<file path="src/rtl/ones_cnt_pkg.sv">
// ones_cnt_pkg: shared widths, FSM states and popcount helper for the ones serializer
package ones_cnt_pkg;
  localparam int DEF_WIDTH = 8;
  localparam int DEF_TOT_W = 16;
  localparam int MAX_W = 64;
  typedef enum logic {IDLE, SHIFT} state_t;
  function automatic int cnt_w(input int width);
    return $clog2(width + 1);
  endfunction
  function automatic logic [6:0] popcount(input logic [MAX_W-1:0] v);
    popcount = '0;
    for (int i = 0; i < MAX_W; i++) popcount = popcount + 7'(v[i]);
  endfunction
endpackage

</file>
<file path="src/rtl/ones_popcount.sv">
// ones_popcount: combinational ones count of one WIDTH-bit word
module ones_popcount
  import ones_cnt_pkg::*;
#(
  parameter int WIDTH = DEF_WIDTH,
  parameter int CNT_W = cnt_w(WIDTH)
) (
  input  logic [WIDTH-1:0] word,
  output logic [CNT_W-1:0] ones
);
  assign ones = CNT_W'(popcount(MAX_W'(word)));
endmodule

</file>
<file path="src/rtl/ones_stream_serializer.sv">
// ones_stream_serializer: valid/ready word intake shifted out LSB-first with popcount and running total
module ones_stream_serializer
  import ones_cnt_pkg::*;
#(
  parameter int WIDTH = DEF_WIDTH,
  parameter int CNT_W = cnt_w(WIDTH),
  parameter int TOT_W = DEF_TOT_W
) (
  input  logic             clk,
  input  logic             reset,
  input  logic [WIDTH-1:0] in_data,
  input  logic             in_valid,
  output logic             in_ready,
  output logic             bit_out,
  output logic             bit_valid,
  output logic             bit_last,
  output logic [CNT_W-1:0] word_ones,
  output logic [TOT_W-1:0] total_ones,
  input  logic             clear_total,
  output logic             busy
);
  localparam int IW = $clog2(WIDTH);
  localparam logic [IW-1:0] LAST_IDX = IW'(WIDTH - 1);
  state_t state, state_n;
  logic [WIDTH-1:0] sh, sh_n, hold, hold_n, load_word;
  logic [IW-1:0] idx, idx_n;
  logic hold_valid, hold_valid_n, accept, last, load;
  logic [CNT_W-1:0] load_ones;
  assign in_ready = reset && !hold_valid;
  assign accept = in_valid && in_ready;
  assign bit_valid = state == SHIFT;
  assign bit_out = sh[0];
  assign last = bit_valid && idx == LAST_IDX;
  assign bit_last = last;
  assign busy = bit_valid || hold_valid;
  // a waiting word always has priority; in_ready is low whenever hold is full
  assign load_word = hold_valid ? hold : in_data;
  ones_popcount #(.WIDTH(WIDTH), .CNT_W(CNT_W)) u_pop (
    .word(load_word),
    .ones(load_ones)
  );
  always_comb begin
    load = state == IDLE ? accept : last && (hold_valid || accept);
    state_n = (state == IDLE) ? (accept ? SHIFT : IDLE) : (last && !load ? IDLE : SHIFT);
    sh_n = load ? load_word : sh >> 1;
    idx_n = (load || last || !bit_valid) ? '0 : idx + IW'(1);
    hold_valid_n = (hold_valid || accept) && !load;
    hold_n = (accept && !load) ? in_data : hold;
  end
  always_ff @(posedge clk) begin
    if (!reset) begin
      state <= IDLE;
      sh <= '0;
      idx <= '0;
      hold <= '0;
      hold_valid <= 1'b0;
      word_ones <= '0;
      total_ones <= '0;
    end else begin
      state <= state_n;
      sh <= sh_n;
      idx <= idx_n;
      hold <= hold_n;
      hold_valid <= hold_valid_n;
      if (load) word_ones <= load_ones;
      total_ones <= clear_total ? '0 :
                    (bit_valid && bit_out && total_ones != '1) ? total_ones + TOT_W'(1) : total_ones;
    end
  end
endmodule

</file>
<file path="config.mk">
export PLATFORM = sky130hd
export DESIGN_NAME = ones_stream_serializer
export DESIGN_NICKNAME = d
export VERILOG_FILES = /design/src/rtl/ones_cnt_pkg.sv /design/src/rtl/ones_popcount.sv /design/src/rtl/ones_stream_serializer.sv
export SDC_FILE = /design/constraint.sdc
export NUM_CORES = 1
export LEC_CHECK = 0
export CAP_MARGIN = 20
export CORE_MARGIN = 8
export CORE_UTILIZATION = 35
export DETAILED_ROUTE_END_ITERATION = 12
export HOLD_SLACK_MARGIN = 0.03
export SLEW_MARGIN = 10
export SYNTH_ARGS = -nofsm -noshare
export SYNTH_HDL_FRONTEND = slang
export SYNTH_SLANG_ARGS = --single-unit
</file>
<file path="constraint.sdc">
create_clock -name clk -period 4.4 [get_ports clk]
set_clock_uncertainty 0.15 [all_clocks]
set_input_delay 0.66 -clock clk [delete_from_list [all_inputs] [get_ports clk]]
set_output_delay 0.66 -clock clk [all_outputs]
set_load 0.005 [all_outputs]
</file>
==> impl_metrics.csv, run 1 <==
group,metric,value,unit
grt,grt_busiest_layer,"met2",
sta,min_period,3.89,ns
critical_path,slowest_stage,"dfxtp_1",
floorplan,die_w,92.9,um
sta,drv_slew,0,
place,portBuffers,36,
yosys,synth_seq_cells,41,
critical_path,critPathLaunchType,"flop",
grt,antenna_found_initial,0,
sta,setup_viol,0,
sta,rsz0062_at_grt,"no",
final_layout,fill_cells,604,
floorplan,rows,28,
clock_network,cts_tree,"done",
critical_path,critical_path_class,"flop to flop",
clock_network,cts_made_buffers,5,
final_layout,fin_nets,284,
yosys,syn_avg_cell_area,9.08,um2
critical_path,cp_max_fo,16,
sta,fin_crit_sh,88.4,%
floorplan,die_h,92.9,um
yosys,ys_seq_area_share,39.7,%
floorplan,die-area,8630,um2
final_layout,multi_input_area,1170,um2
detailed_routing,ant_nets,0,
floorplan,ios,37,
critical_path,cp.arrival,3.94,ns
final_layout,final_util,44.1,%
clock_network,htreeDepth,2,
clock_network,cts_root_buf,"clkbuf_8",
critical_path,critical_path.endpoint_type,"flop",
yosys,yosysMostFrequentCell,"dfxtp_1",
yosys,synth_area_leader_cell,"dfxtp_1",
grt,met3_usage,3.16,%
sta,max_freq,257,MHz
clock_network,clock-sinks,41,
grt,use_met2,17.9,%
detailed_routing,dr.pass1.iters,4,
final_layout,diodes,0,
grt,grtUsageMet1,13.5,%
sta,final-hold-violation-count,0,
final_layout,area_growth,24.0,%
detailed_routing,vias,1746,
yosys,netlist_area,2070,um2
sta,fin_tns_setup,0,ns
yosys,yosys_most_used_dff,"dfxtp_1",
grt,grt_max_degree,24,
grt,grt_pass1_wl,7860,um
critical_path,path_delay_family,"adder cells",
floorplan,start_util,35.6,%
clock_network,path_clk_slew,0.08,ns
power,peakVddDrop,0.000158,V
final_layout,fin_area,2570,um2
detailed_routing,first_iter_violations,67,
place,place_area,2480,um2
final_layout,drive_gt1_share,9.89,%
sta,hold_ws,0.283,ns
power,static-leakage-power,0.916,nW
yosys,yosysWarnings,0,
clock_network,cts_buffer_depth,2,
clock_network,cts.repair.resized,0,
floorplan,core_area,5820,um2
critical_path,path_cells,"mux2_2, ha_1, inv_1, fa_1, inv_1, fa_1, fa_1, inv_1, fa_1, a211oi_1",
sta,slew_headroom,44.5,%
yosys,ys_types,46,
place,dp_hpwl,3340,um
flow_run,max_cap_violations,0,
detailed_routing,via_per_inst,5.17,
yosys,synth_cells,228,
yosys,yosys-top-cells-area,"dfxtp_1 40%, a21oi_1 5.1%, mux2i_1 4.8%",
yosys,synth_fp_nets,250,
yosys,synth_edf_count,0,
clock_network,insertion_delay,0.29,ns
critical_path,cpMostUsedCell,"fa_1",
clock_network,cts_hold_repair.buffers,0,
clock_network,post_cts_buffers,0,
yosys,synth_common_cells,"41 x dfxtp_1, 21 x a21oi_1, 21 x nand2_1, 13 x nor2_1, 10 x mux2i_1",
grt,grt_pass1_vias,1668,
yosys,async_flop_share,0,%
place,gp_congestion,0.742,
critical_path,crit_buf_inv,3,
run_status,status,"finished clean",
yosys,synth_top_area_share,39.7,%
critical_path,slowest_delay,0.69,ns
final_layout,seq_area,821,um2
detailed_routing,drcViolationCount,0,
sta,worst_slew_pin_slew,0.827,ns
grt,gr-total-overflow,0,
grt,grt_usage,11.1,%
power,power_density,297,nW/um2
critical_path,cp.required,4.45,ns
detailed_routing,routed_wl,4640,um
min_path,hold_path_class,"flop to flop",
power,power,0.000763,W
detailed_routing,wl_per_cell,13.7,um
==> cell type report <==
cell class	count	share of cell area, %
Multi-Input combinational cell	168	45.6
Clock buffer	8	3.12
Tap cell	75	3.66
Timing Repair Buffer	37	14.3
Inverter	9	1.32
Sequential cell	41	32.0
==> flip-flops by register name (all words and copies together) (netlist names) <==
signal / flops
bit_valid: 1
word_ones: 4
hold_valid: 1
idx: 3
sh: 8
total_ones: 16
hold: 8
==> per-layer routing <==
layer / wire length (um) / vias up / part of all wire [%]
met5: 0 / - / 0
met4: 53 / 0 / 1.1
met3: 256 / 5 / 5.5
met2: 2150 / 35 / 46
met1: 2180 / 811 / 47
li1: - / 895 / -
==> power breakdown <==
part / switching, W / total [W] / internal (W)
sequential: 0.0000110 / 0.000395 / 0.000384
clock: 0.000127 / 0.000240 / 0.000113
combinational: 0.0000621 / 0.000128 / 0.0000658
==> cell families (layout without fill, tap and decap cells) <==
kind of cell	count (synthesis)	in the layout	share of synthesized area, %
AO/OA/AOI/OAI	49	49	13.8
XOR/XNOR	1	1	0.423
adder cells (fa/ha/maj)	10	10	7.50
buffers and inverters	19	54	4.05
flip-flops	41	41	39.7
multiplexers	16	16	8.10
AND/OR/NAND/NOR	92	92	26.4
==> worst paths after layout <==
check | startpoint | end | slack [ns] | cells after the start
setup reg to reg | hold_valid$_SDFF_PN0_ | word_ones[1]$_SDFFE_PN0P_ | 0.51 | 10
hold / removal | idx[0]$_SDFF_PP0_ | idx[0]$_SDFF_PP0_ | 0.28 | 1
setup / recovery | hold_valid$_SDFF_PN0_ | word_ones[1]$_SDFFE_PN0P_ | 0.51 | 10
hold reg to reg | idx[0]$_SDFF_PP0_ | idx[0]$_SDFF_PP0_ | 0.28 | 1
==> per-stage QoR <==
| step | worst slack (ns) | std cells |
|---|---|---|
| 2_1_floorplan | 0.650 | 228 |
| 3_3_place_gp | 0.308 | 329 |
| 3_5_place_dp | 0.226 | 329 |
| 4_1_cts | 0.502 | 337 |
| 5_1_grt | 0.332 | 338 |
| 6_report | 0.511 | 338 |
==> worst reg2reg max path: cells and delay by family (launching register included) <==
kind / cells / cell delay, ns
fa+ha+maj: 5 / 2.15
flops: 1 / 0.69
mux: 1 / 0.43
compound gates: 1 / 0.21
buf+inv: 3 / 0.18
==> cells in the final DEF (no fill, tap or decap), types with 4 or more instances in the layout <==
cell and n:
o21ai_1 5, fa_1 4, o31ai_1 4, mux2_2 6
ha_1 6, nor2_1 13, clkbuf_8 5, nand2b_1 8
clkdlybuf4s50_1 36, a21oi_1 21, or4_1 7, nand2_1 21
nand4_1 5, inv_1 8, dfxtp_1 41, nand3_1 7
o21ai_0 8, mux2i_1 10
Power figures use the tool's default switching activity.
==> run 2, diff against run 1 <==
Settings changed: PLACE_DENSITY_LB_ADDON set to 0.3, REMOVE_ABC_BUFFERS set to 1.
==> run 2 against run 1 <==
Fmax decreased by 0.58%. Flip-flop and latch count unchanged. First-iteration DRC count decreased by 30%. Count of clock-buffer cells in the layout decreased by 1. Register-to-register slack improved by 0.26 ns. Combinational power increased by 6%. Routed wire length increased by 2.1%. Global-route usage about the same. Total power increased by 2.1%. Worst hold slack got worse by 0.0035 ns. Die area unchanged. Largest power group unchanged.
==> impl_metrics.csv, run 2 (synthesis results as in run 1) <==
group,metric,value,unit
run_status,status,"finished clean",
flow_run,max_cap_violations,0,
critical_path,cp.required,4.45,ns
final_layout,regMostFlops,"total_ones",
final_layout,drive_gt1_share,10.6,%
sta,min_period,3.91,ns
sta,fin_tns_setup,0,ns
grt,grt_usage,11.0,%
final_layout,diodes,0,
power,power_density,302,nW/um2
detailed_routing,first_iter_violations,47,
floorplan,rows,28,
grt,use_met2,18.0,%
floorplan,core_area,5820,um2
detailed_routing,via_per_inst,5.21,
grt,grt_busiest_layer,"met2",
min_path,hold_path_class,"flop to flop",
detailed_routing,wl_per_cell,14.0,um
power,power,0.000779,W
final_layout,final_util,44.4,%
min_path,hold_start,"idx[0]$_SDFF_PP0_",
clock_network,cts_root_buf,"clkbuf_8",
place,gp_congestion,0.744,
detailed_routing,routed_wl,4730,um
final_layout,largest_reg_flops,16,
clock_network,cts_hold_repair.buffers,0,
final_layout,fin_nets,285,
critical_path,critical_path_class,"primary input to flop",
critical_path,critical_path.endpoint_type,"flop",
sta,rsz0062_at_grt,"no",
clock_network,cts_made_buffers,5,
critical_path,cp.arrival,3.96,ns
grt,grt_pass1_wl,7840,um
sta,drv_slew,0,
sta,final-hold-violation-count,0,
critical_path,cp_max_fo,2,
grt,met3_usage,3.40,%
final_layout,final_common_cell,"dfxtp_1",
floorplan,ios,37,
detailed_routing,dr.pass1.iters,4,
final_layout,area_growth,24.7,%
clock_network,path_clk_slew,0.08,ns
floorplan,die_h,92.9,um
sta,worst_slew_pin_slew,0.840,ns
clock_network,cts_buffer_depth,2,
critical_path,worstSetupStartpoint,"in_data[0]",
grt,antenna_found_initial,0,
clock_network,clock-sinks,41,
floorplan,start_util,35.6,%
final_layout,fin_area,2580,um2
power,static-leakage-power,0.926,nW
sta,setup_viol,0,
grt,gr-total-overflow,0,
detailed_routing,vias,1760,
clock_network,cts.repair.resized,0,
place,portBuffers,36,
grt,grtUsageMet1,13.2,%
clock_network,cts_tree,"done",
grt,grt_max_degree,24,
sta,fin_crit_sh,88.9,%
grt,grt_pass1_vias,1730,
place,place_area,2490,um2
detailed_routing,ant_nets,0,
clock_network,post_cts_buffers,0,
critical_path,worst_r2r_startpoint,"hold_valid$_SDFF_PN0_",
sta,max_freq,256,MHz
critical_path,critPathLaunchType,"primary input",
final_layout,layout_common_cells,"41 x dfxtp_1, 36 x clkdlybuf4s50_1, 21 x a21oi_1, 21 x nand2_1, 13 x nor2_1",
final_layout,top_regs,"total_ones (16), hold (8), sh (8)",
sta,slew_headroom,43.6,%
final_layout,fill_cells,607,
floorplan,die_w,92.9,um
clock_network,insertion_delay,0.29,ns
power,peakVddDrop,0.000193,V
place,dp_hpwl,3430,um
detailed_routing,drcViolationCount,0,
floorplan,die-area,8630,um2
clock_network,htreeDepth,2,
-- run 2: cell types whose count changed in the layout (fill, tap and decap cells not counted), sizes merged --
| cell | delta |
|---|---|
| clkbuf | -1 |
| buf | +1 |
-- run 2: final timing paths --
kind | endpoint | slack (ns) | cells past startpoint
setup reg to reg | word_ones[1]$_SDFFE_PN0P_ | 0.77 | 10
hold reg to reg | idx[0]$_SDFF_PP0_ | 0.28 | 1
setup / recovery | word_ones[1]$_SDFFE_PN0P_ | 0.49 | 11
hold / removal | idx[0]$_SDFF_PP0_ | 0.28 | 1
-- run 2: final cells by class --
| type | count | area (um2) | area share, % |
|---|---|---|---|
| flip-flops and latches | 41 | 821 | 31.8 |
| repair buffers | 38 | 375 | 14.5 |
| inverters | 9 | 33.8 | 1.31 |
| multi-input cells | 168 | 1170 | 45.3 |
| well taps | 75 | 93.8 | 3.64 |
| clock buffers | 7 | 86.3 | 3.35 |
-- run 2: report_power, final --
group	switching, W	internal [W]	leakage (nW)
Combinational	0.0000681	0.0000679	0.549
Sequential	0.00000846	0.000384	0.333
Clock	0.000126	0.000125	0.0443
Total	0.000203	0.000577	0.926
-- run 2: per-layer routing --
layer / share of wire (%) / wire length (um) / up-vias
met5: 0 / 0 / -
met4: 0.97 / 46 / 0
met3: 4.9 / 232 / 5
met2: 47 / 2250 / 38
met1: 47 / 2210 / 820
li1: - / - / 897
-- run 2: stage by stage --
| step | instances | setup WS (ns) | hold slack, ns |
|---|---|---|---|
| 2_1_floorplan | 218 | 0.764 | 0.249 |
| 3_3_place_gp | 330 | 0.294 | 0.265 |
| 3_5_place_dp | 330 | 0.244 | 0.271 |
| 4_1_cts | 337 | 0.495 | 0.283 |
| 5_1_grt | 338 | 0.374 | 0.294 |
| 6_report | 338 | 0.489 | 0.280 |
-- run 2: critical path, stage by stage --
cell and delay, ns:
clkdlybuf4s50_1 0.43, mux2_2 0.30, ha_1 0.28, inv_1 0.05
fa_1 0.52, inv_1 0.05, fa_1 0.48, fa_1 0.46
inv_1 0.09, fa_1 0.41, a211oi_1 0.23
==> run 3, diff against run 2 <==
Settings changed: CORE_UTILIZATION 35 to 52.
==> run 3 against run 2 <==
Final area fell by 1.5%. Non-clock buffer count stayed put. Combinational power down 3%. Clock power fell by 5%. Die area fell by 28%. Register-to-register slack better by 0.05 ns. Critical path depth is the same. Critical endpoint unchanged. Largest cell class unchanged. Largest power group unchanged.
==> impl_metrics.csv, run 3 (synthesis results as in run 1) <==
group,metric,value,unit
run_status,status,"finished clean",
final_layout,top_regs,"total_ones (16), hold (8), sh (8)",
flow_run,max_cap_violations,0,
clock_network,cts_tree,"done",
clock_network,clock-sinks,41,
power,p_int,0.000564,W
power,power_density,300,nW/um2
clock_network,cts.repair.resized,0,
power,p_sw,0.000200,W
power,clkPwrFrac,31.2,%
grt,grt_usage,15.4,%
power,peakVddDrop,0.000222,V
critical_path,critical_path.endpoint_type,"flop",
sta,final-hold-violation-count,0,
power,comb_power_share,17.3,%
sta,min_period,3.82,ns
detailed_routing,ant_nets,0,
sta,worst_slew_pin_slew,0.818,ns
final_layout,fin_nets,285,
power,static-leakage-power,0.921,nW
final_layout,drive_gt1_share,10.2,%
final_layout,final_common_cell,"dfxtp_1",
final_layout,regMostFlops,"total_ones",
detailed_routing,dr.pass1.iters,4,
grt,grt_pass1_vias,1756,
clock_network,cts_hold_repair.buffers,0,
sta,rsz0062_at_grt,"no",
final_layout,diodes,0,
final_layout,area_growth,22.9,%
min_path,min_path_cells,1,
sta,max_freq,262,MHz
grt,antenna_found_initial,0,
place,dp_cells,305,
critical_path,critical_path_class,"primary input to flop",
sta,drv_slew,0,
sta,fin_crit_sh,86.9,%
grt,grt_pass1_wl,7810,um
sta,hold_ws,0.278,ns
place,dp_hpwl,3310,um
final_layout,final_util,65.0,%
critical_path,reg2reg_depth,10,
critical_path,cp.arrival,3.89,ns
place,gp_congestion,0.774,
sta,fin_tns_setup,0,ns
floorplan,start_util,52.9,%
sta,slew_headroom,45.0,%
detailed_routing,via_per_inst,5.71,
floorplan,ios,37,
place,portBuffers,36,
clock_network,htreeDepth,2,
critical_path,cp_max_fo,2,
floorplan,core_area,3910,um2
floorplan,rows,23,
power,swShare,26.2,%
floorplan,die_w,79.1,um
detailed_routing,vias,1793,
critical_path,cp.required,4.46,ns
clock_network,cts_root_buf,"clkbuf_8",
min_path,hold_path_class,"flop to flop",
detailed_routing,wl_per_cell,14.6,um
critical_path,critPathLaunchType,"primary input",
floorplan,die-area,6250,um2
power,power,0.000763,W
grt,gr-total-overflow,0,
detailed_routing,first_iter_violations,135,
clock_network,path_clk_slew,0.07,ns
clock_network,cts_made_buffers,5,
detailed_routing,routed_wl,4600,um
grt,grt_max_degree,24,
clock_network,cts_buffer_depth,2,
final_layout,stdcell_count,314,
clock_network,insertion_delay,0.30,ns
sta,setup_viol,0,
clock_network,post_cts_buffers,0,
final_layout,largest_reg_flops,16,
floorplan,die_h,79.1,um
detailed_routing,drcViolationCount,0,
final_layout,layout_common_cells,"41 x dfxtp_1, 36 x clkdlybuf4s50_1, 21 x a21oi_1, 21 x nand2_1, 13 x nor2_1",
power,power_frac_seq,51.5,%
## run 3: power groups by stage
stage,logic (W),registers [W],clock network (W)
floorplan,0.0000819,0.000401,0
global placement,0.000128,0.000402,0
detailed placement,0.000132,0.000402,0
CTS,0.000134,0.000393,0.000243
global route,0.000151,0.000395,0.000255
finish,0.000132,0.000393,0.000239
## run 3: worst paths after layout
path | start | endpoint | slack, ns
setup / recovery | in_data[0] | word_ones[1]$_SDFFE_PN0P_ | 0.58
hold / removal | idx[0]$_SDFF_PP0_ | idx[0]$_SDFF_PP0_ | 0.28
setup reg to reg | hold_valid$_SDFF_PN0_ | word_ones[1]$_SDFFE_PN0P_ | 0.82
hold reg to reg | idx[0]$_SDFF_PP0_ | idx[0]$_SDFF_PP0_ | 0.28
## run 3: area by class of cell
class                      count  area (um2)
tap                           50        62.6
clock buffer                   8        80.1
inverter                       9        33.8
timing repair buffer          38         375
sequential                    41         821
fill                         359        1370
multi-input combinational    168        1170
## run 3: routing by layer
metal | track usage, % | vias up | wire length [um]
met5 | 0 | - | 0
met4 | 7.41 | 0 | 110
met3 | 3.84 | 11 | 242
met2 | 27.7 | 41 | 2290
met1 | 16.3 | 841 | 1960
li1 | - | 900 | -
## run 3: stage by stage
step	setup WS, ns	instance area, um2
floorplan	0.764	2020
global placement	0.309	2450
detailed placement	0.250	2450
CTS	0.555	2530
global route	0.374	2540
finish	0.578	2540
## run 3: worst max-delay path, cell delays in order
cell and delay [ns]:
clkdlybuf4s50_1 0.42, mux2_2 0.29, ha_1 0.28, inv_1 0.06, fa_1 0.53, inv_1 0.05
fa_1 0.48, fa_1 0.45, inv_1 0.08, fa_1 0.40, a211oi_1 0.18
